File: src/rtl/cpu7_ifu_fetch.sv
// Instruction fetch: sequential PC generation, in-order icache requests,
// a small fetch queue feeding decode, and redirect flush with stale-response discard.
module cpu7_ifu_fetch #(
  parameter int GRLEN = 32,
  parameter logic [GRLEN-1:0] RESET_PC = GRLEN'(32'h1c000000),
  parameter int FQ_DEPTH = 4,
  parameter int HINT_W = 5
) (
  input  logic              clk,
  input  logic              rst,
  output logic              ifu_icu_req,
  output logic [GRLEN-1:0]  ifu_icu_addr,
  input  logic              icu_ifu_ack,
  input  logic              icu_ifu_rvalid,
  input  logic [31:0]       icu_ifu_rdata,
  input  logic              exu_ifu_stall,
  input  logic              exu_ifu_redirect,
  input  logic [GRLEN-1:0]  exu_ifu_redirect_pc,
  output logic              fdp_dec_valid,
  output logic [GRLEN-1:0]  fdp_dec_pc,
  output logic [31:0]       fdp_dec_inst,
  output logic [GRLEN-3:0]  fdp_dec_br_target,
  output logic              fdp_dec_br_taken,
  output logic              fdp_dec_exception,
  output logic [5:0]        fdp_dec_exccode,
  output logic [HINT_W-1:0] fdp_dec_hint
);

  localparam int AW = (FQ_DEPTH > 1) ? $clog2(FQ_DEPTH) : 1;
  localparam int CW = AW + 1;

  localparam logic [1:0] S_RST  = 2'd0;
  localparam logic [1:0] S_RUN  = 2'd1;
  localparam logic [1:0] S_HALT = 2'd2;

  logic [1:0]       state;
  logic [GRLEN-1:0] fetch_pc;
  logic [GRLEN-1:0] resp_pc;
  logic [CW-1:0]    inflight;
  logic [CW-1:0]    discard;
  logic [CW-1:0]    count;
  logic [AW-1:0]    head;
  logic [AW-1:0]    tail;

  logic [GRLEN-1:0] q_pc   [FQ_DEPTH];
  logic [31:0]      q_inst [FQ_DEPTH];
  logic             q_exc  [FQ_DEPTH];

  logic             run;
  logic             aligned;
  logic             empty;
  logic             full;
  logic [CW:0]      occ;
  logic             credit;
  logic             issue;
  logic             rsp_push;
  logic             exc_push;
  logic             push;
  logic             pop;
  logic [GRLEN-1:0] push_pc;
  logic [31:0]      push_inst;
  logic [CW-1:0]    inflight_next;

  assign run     = (state == S_RUN);
  assign aligned = (fetch_pc[1:0] == 2'b00);
  assign empty   = (count == '0);
  assign full    = (count == CW'(FQ_DEPTH));
  // Credit covers queued plus in-flight, so a push can never hit a full queue.
  assign occ     = {1'b0, inflight} + {1'b0, count};
  assign credit  = (occ < (CW+1)'(FQ_DEPTH));

  assign ifu_icu_req  = run & aligned & credit & ~exu_ifu_redirect;
  assign ifu_icu_addr = fetch_pc;
  assign issue        = ifu_icu_req & icu_ifu_ack;

  assign rsp_push = icu_ifu_rvalid & (discard == '0)
                  & ~exu_ifu_redirect;
  assign exc_push = run & ~aligned & (inflight == '0) & ~full
                  & ~icu_ifu_rvalid & ~exu_ifu_redirect;
  assign push     = rsp_push | exc_push;
  assign push_pc  = rsp_push ? resp_pc : fetch_pc;
  assign push_inst = rsp_push ? icu_ifu_rdata : 32'h0;

  assign inflight_next = inflight + CW'(issue) - CW'(icu_ifu_rvalid);

  assign fdp_dec_valid = ~empty & ~exu_ifu_stall & ~exu_ifu_redirect;
  assign pop           = fdp_dec_valid;

  assign fdp_dec_pc        = q_pc[head];
  assign fdp_dec_inst      = q_inst[head];
  assign fdp_dec_exception = q_exc[head];
  assign fdp_dec_exccode   = q_exc[head] ? 6'h08 : 6'h00;
  assign fdp_dec_br_target = q_pc[head][GRLEN-1:2] + (GRLEN-2)'(1);
  assign fdp_dec_br_taken  = 1'b0;
  assign fdp_dec_hint      = '0;

  always_ff @(posedge clk) begin
    if (push) begin
      q_pc[tail]   <= push_pc;
      q_inst[tail] <= push_inst;
      q_exc[tail]  <= exc_push;
    end
  end

  always_ff @(posedge clk) begin
    if (rst) begin
      state    <= S_RST;
      fetch_pc <= RESET_PC;
      resp_pc  <= RESET_PC;
      inflight <= '0;
      discard  <= '0;
      count    <= '0;
      head     <= '0;
      tail     <= '0;
    end else if (exu_ifu_redirect) begin
      // Everything still outstanding after this cycle is stale.
      state    <= S_RUN;
      fetch_pc <= exu_ifu_redirect_pc;
      resp_pc  <= exu_ifu_redirect_pc;
      inflight <= inflight_next;
      discard  <= inflight_next;
      count    <= '0;
      head     <= '0;
      tail     <= '0;
    end else begin
      inflight <= inflight_next;
      count    <= count + CW'(push) - CW'(pop);
      if (issue)
        fetch_pc <= fetch_pc + GRLEN'(4);
      if (icu_ifu_rvalid && discard != '0)
        discard <= discard - CW'(1);
      if (rsp_push)
        resp_pc <= resp_pc + GRLEN'(4);
      if (push)
        tail <= tail + AW'(1);
      if (pop)
        head <= head + AW'(1);
      unique case (1'b1)
        (state == S_RST): state <= S_RUN;
        (state == S_RUN): if (exc_push) state <= S_HALT;
        default: state <= state;
      endcase
    end
  end

  always_ff @(posedge clk) begin
    if (!rst)
      assert (!(icu_ifu_rvalid && inflight == '0));
  end

endmodule

File: config.mk
export PLATFORM = sky130hd
export DESIGN_NAME = cpu7_ifu_fetch
export DESIGN_NICKNAME = d
export VERILOG_FILES = /design/src/rtl/cpu7_ifu_fetch.sv
export SDC_FILE = /design/constraint.sdc
export NUM_CORES = 1
export LEC_CHECK = 0
export BUFFER_PORTS_ARGS = -buffer_cell sky130_fd_sc_hd__buf_2
export CORE_MARGIN = 2
export CORE_UTILIZATION = 48
export DETAILED_ROUTE_END_ITERATION = 6
export HOLD_SLACK_MARGIN = 0.03
export PLACE_DENSITY = 0.79
export SYNTH_ARGS = -nofsm -noshare
export SYNTH_HDL_FRONTEND = slang
export SYNTH_SLANG_ARGS = --single-unit
File: constraint.sdc
create_clock -name clk -period 5.7 [get_ports clk]
set_input_delay 0.57 -clock clk [delete_from_list [all_inputs] [get_ports clk]]
set_output_delay 0.57 -clock clk [all_outputs]
set_load 0.01 [all_outputs]
## Yosys cells after proc, flatten, opt, wreduce, memory -nomap -nowiden

Memory sizes are Yosys's and may differ from the RTL's. A register that Yosys moved wholly into a read port is not among the register bits.
Cells that the tools add are included.
Widths: inputs -> output; s select.

- Register bits after elaboration: 79
- Latch bits: 0
- Memory bits (writable): 260
- ROM bits: 0
- Input bits: 70
- Memories: 3

- Add/subtract/negate cells: 11
- $mul: 0
- Div/mod/pow operators: 0
- Order comparisons: 1
- Eq/ne operators: 4
- Shifts and indexed selects: 0
- Muxes and demuxes: 20
- Bitwise operators: 20
- Reduce and logical (&&, ||, !) cells: 15

Memory list:

| name | depth | width | rd ports | clocked after memory_dff | wr ports | RTL line | text |
|---|---|---|---|---|---|---|---|
| q_inst | 4 | 32 | 1 | 1 | 1 | 46 | `logic [31:0] q_inst [FQ_DEPTH];` |
| q_pc | 4 | 32 | 1 | 1 | 1 | 45 | `logic [GRLEN-1:0] q_pc [FQ_DEPTH];` |
| q_exc | 4 | 1 | 1 | 1 | 1 | 47 | `logic q_exc [FQ_DEPTH];` |

Operator list:

| operator | number |
|---|---|
| $mux 32 | 6 |
| $add 32x3->32 const B | 2 |
| $add 30x1->30 const B | 1 |
| $mux 2 | 7 |
| $and 1x1->1 | 13 |
| $logic_not 3->1 | 3 |
| $reduce_bool 2->1 | 4 |
| $add 3x1->3 | 2 |
| $mux 3 | 2 |
| $not 1->1 | 6 |
| $reduce_bool 3->1 | 2 |
| $sub 3x1->3 | 2 |
| $add 2x1->2 const B | 2 |
| $add 3x3->4 | 1 |
| $logic_not 2->1 | 2 |
| $lt 4x3->1 const B | 1 |
| $mux 4 | 1 |
| $pmux 2 s2 | 1 |
| $reduce_and 2->1 | 2 |
| $eq 3x3->1 const B | 1 |
| $mux 1 | 3 |
| $ne 3x2->1 const B | 1 |
| $sub 3x1->3 const B | 1 |
| $eq 2x1->1 const B | 1 |
| 4 further kinds | 4 |

## Logic depth before layout (Yosys ltp)

- Depth after elaboration: 10
- Mapped depth: 15
- Gate-level depth less buffers: 13

## Worst setup path before layout

OpenSTA, ideal clock, no wires.

- Kind: input -> register
- Start: input port exu_ifu_redirect
- End: memory q_exc[0] (enable)
- Setup time: 0.496 ns
- Data arrival time: 4.414 ns
- Path slack: 0.790 ns
- Cell stages on the path: 5
- Buffers on the path: 2
- Cell sequence: buf_2 nor2_1 clkbuf_1 a41oi_1 nor2b_1

- Word-level cells in the longest chain between the ends: 5

RTL lines:

| what | RTL line | text |
|---|---|---|
| start, declared | 17 | `input logic exu_ifu_redirect,` |
| $not 1->1 (*) | 77, 79 |  |
| $and 1x1->1 (on tied branches) | 77, 79 |  |
| $or 1x1->1 (*) | 80 | `assign push = rsp_push \| exc_push;` |
| $mux 1 (*) | 98 | `if (push) begin` |
| $mux 1 (not written as such) (*) | 101 | `q_exc[tail] <= exc_push;` |
| end, declared | 47 |  |

Every way passes the cells marked *; elsewhere a longest branch is shown, timed or not.

==> metrics.yaml <==
grt_setup_unrepaired: "no"
fmax_ghz: 0.242
port_buffers: 199
die-area_um2: 32600
ys_seq_area_share_pct: 63.0
worst_pin_slew_ns: 1.26
chipHeight_um: 181
synth_largest_area_cell: "edfxtp_1"
ys_async_sr_fraction_pct: 0
post_route_cells_drive_above_1_share_pct: 30.4
grt_max_degree: 77
hp-start: "exu_ifu_redirect_pc[11]"
num_io_pins: 211
crit_arrival_ns: 3.57
antenna_left: 0
ctsRootBufferMaster: "clkbuf_16"
syn_area_per_cell_um2: 14.7
cellLeakagePower_uw: 0.00616
maxCapViolCount: 0
start_util_pct: 48.8
htreeDepth: 2
ir_drop_mv: 0.199
grt_pass1_wl_mm: 53.7
synth_commonest_cells: "edfxtp_1, dfxtp_1, mux4_2, nand2_1, xnor2_1"
grt_pass1_vias: 9232
nets: 1303
dr_total_vias: 9430
syn_area_um2: 15000
dpl.hpwl_mm: 22.9
tritoncts: "yes"
hold_viol_final: 0
hold_buffers: 0
synthTopCellsByArea: "edfxtp_1, dfxtp_1, mux4_2, xnor2_1, mux2_2"
cp.required_ns: 5.13
via_per_inst: 5.74
num_rows: 64
yosysWarnings: 0
core_area_um2: 30700
cts_setup_buffers: 0
r2r_cells: 4
cts_num_sinks: 341
grt_util_all_layers_pct: 21.2
setup_viol: 0
cts_buffers: 37
post-route-drc-count: 0
rr_endpoint: "q_pc[2][21]"
first_pass_iters: 5
power.density_nw_per_um2: 336
yosysMostFrequentCell: "edfxtp_1"
worstHoldPathType: "primary input to register"
syn-instance-count: 1021
run_status: "finished clean"
routedWlPerCell_um: 21.4
synth-main-ff-cell: "edfxtp_1"
synth_edf_count: 260
relSlewSlack_pct: 14.6
critical_path.endpoint: "fdp_dec_br_target[29]"
ys_seq_elements: 341
finalSetupTns_ns: 0
post_cts_resized: 0
wirelength_mm: 35.2
clk_latency_ns: 0.53
drv_slew: 0
final_cell_area_um2: 17500
fin_crit_sh_pct: 72.6
area_growth_pct: 17.0
antenna_found_initial: 2
skew_ns: 0.0241
ys_types: 63
fp.dieW_um: 181
cts_buffer_depth: 3
place_area_um2: 16300
r2r_slack_ns: 2.35
endpoint_kind: "primary output"
crit_fanout: 34
worstReg2RegStart: "inflight[1]"
path_clk_slew_ns: 0.06
synth_top_cell_area_share_pct: 52.2
period_minus_slack_ns: 4.14
start_kind: "register"
grt_overflow_total: 0
drtIter0Drc: 895
path_class: "register to primary output"
gp_congestion: 0.844
## sequential cells by signal, indices dropped and copies added, names as in the netlist, named ones only
register	cells
head	2
resp_pc	32
q_inst	128
tail	2
q_exc	4
ifu_icu_addr	32
discard	3
state	2
count	3
inflight	3
q_pc	128
## final cells by class
cell class              count  area (um2)
diodes                      1        2.50
clock buffers              50        1020
clock inverters            18         194
fillers                  2416       13200
inverters                  22        82.6
multi-input cells         604        5200
flip-flops and latches    341        9440
well taps                 396         495
repair buffers            210        1080
## report_power, final
group	switching [uW]	leakage (uW)	internal, uW	total, uW
combinational	379	0.00249	262	641
clock	957	0.000599	1410	2370
sequential	74.9	0.00307	2810	2880
total	1410	0.00616	4480	5890
## through the flow
step	instances	worst slack, ns	util [%]	hold WS (ns)	total power, uW
floorplan	1031	0.790	-	0.433	3330
global placement	1573	2.05	53.1	0.444	3550
detailed placement	1573	1.93	53.1	0.447	3570
CTS	1641	1.47	57.1	0.318	5930
global route	1642	1.27	57.1	0.324	6090
finish	1642	1.56	57.1	0.325	5890
## worst min-delay path by stage
| stage | cells past startpoint | end | slack (ns) |
|---|---|---|---|
| 3_5_place_dp | 2 | resp_pc[1] | 0.45 |
| 3_3_place_gp | 2 | resp_pc[1] | 0.44 |
| 6_report | 3 | ifu_icu_addr[11] | 0.33 |
| 5_1_grt | 3 | ifu_icu_addr[11] | 0.32 |
| 2_1_floorplan | 2 | resp_pc[0] | 0.43 |
| 4_1_cts | 3 | resp_pc[1] | 0.32 |
## critical path, cell delays in order, from the launching register on
cell	delay (ns)
dfxtp_4	0.77
buf_4	0.67
mux4_2	0.41
nand2_1	0.09
nor3_1	0.31
nand4_1	0.24
xnor2_1	0.29
buf_2	0.17
## layout by cell type (no fill, tap or decap), drive strengths merged, types with 3 or more instances in the layout
| cell type | synthesis | routed |
|---|---|---|
| nand3 | 35 | 35 |
| xnor2 | 50 | 50 |
| nand2b | 3 | 3 |
| o21a | 16 | 16 |
| nand2 | 57 | 57 |
| bufinv | 0 | 3 |
| nor3 | 29 | 29 |
| nor4 | 8 | 8 |
| inv | 21 | 23 |
| a21oi | 18 | 18 |
| o21ai | 18 | 18 |
| mux2 | 29 | 29 |
| or3 | 10 | 10 |
| nand4 | 29 | 29 |
| nor2b | 5 | 5 |
| mux2i | 3 | 3 |
| mux4 | 65 | 65 |
| buf | 35 | 210 |
| nor2 | 41 | 41 |
| clkinv | 1 | 13 |
| ha | 15 | 15 |
| a211oi | 11 | 11 |
| and3 | 14 | 14 |
| xor2 | 25 | 25 |
| a21boi | 23 | 23 |
| a31oi | 13 | 13 |
| dfxtp | 81 | 81 |
| and4 | 7 | 7 |
| conb | 1 | 11 |
| and2 | 39 | 39 |
| o211ai | 4 | 4 |
| or4 | 4 | 4 |
| edfxtp | 260 | 260 |
| clkbuf | 29 | 50 |
## kinds of logic (layout without fill, tap and decap cells)
family / count (synthesis) / in the layout / synth area share, %
AO/OA/AOI/OAI: 115 / 115 / 5.17
XOR/XNOR: 75 / 75 / 4.39
flip-flops: 341 / 341 / 63.0
AND/OR/NAND/NOR: 289 / 289 / 11.0
multiplexers: 97 / 97 / 12.2
buffers and inverters: 86 / 300 / 2.73
adder cells (fa/ha/maj): 17 / 17 / 1.52
other: 1 / 12 / 0.0251
## routing by layer
| layer | part of all wire, % | routed length [um] | track usage, % | vias up |
|---|---|---|---|---|
| li1 | - | - | - | 4287 |
| met1 | 42 | 14700 | 29.3 | 4687 |
| met2 | 47 | 16700 | 33.3 | 388 |
| met3 | 7.7 | 2720 | 4.93 | 66 |
| met4 | 3.0 | 1050 | 7.23 | 2 |
| met5 | 0.026 | 9 | 0 | - |
(Power assumes the default switching activity.)
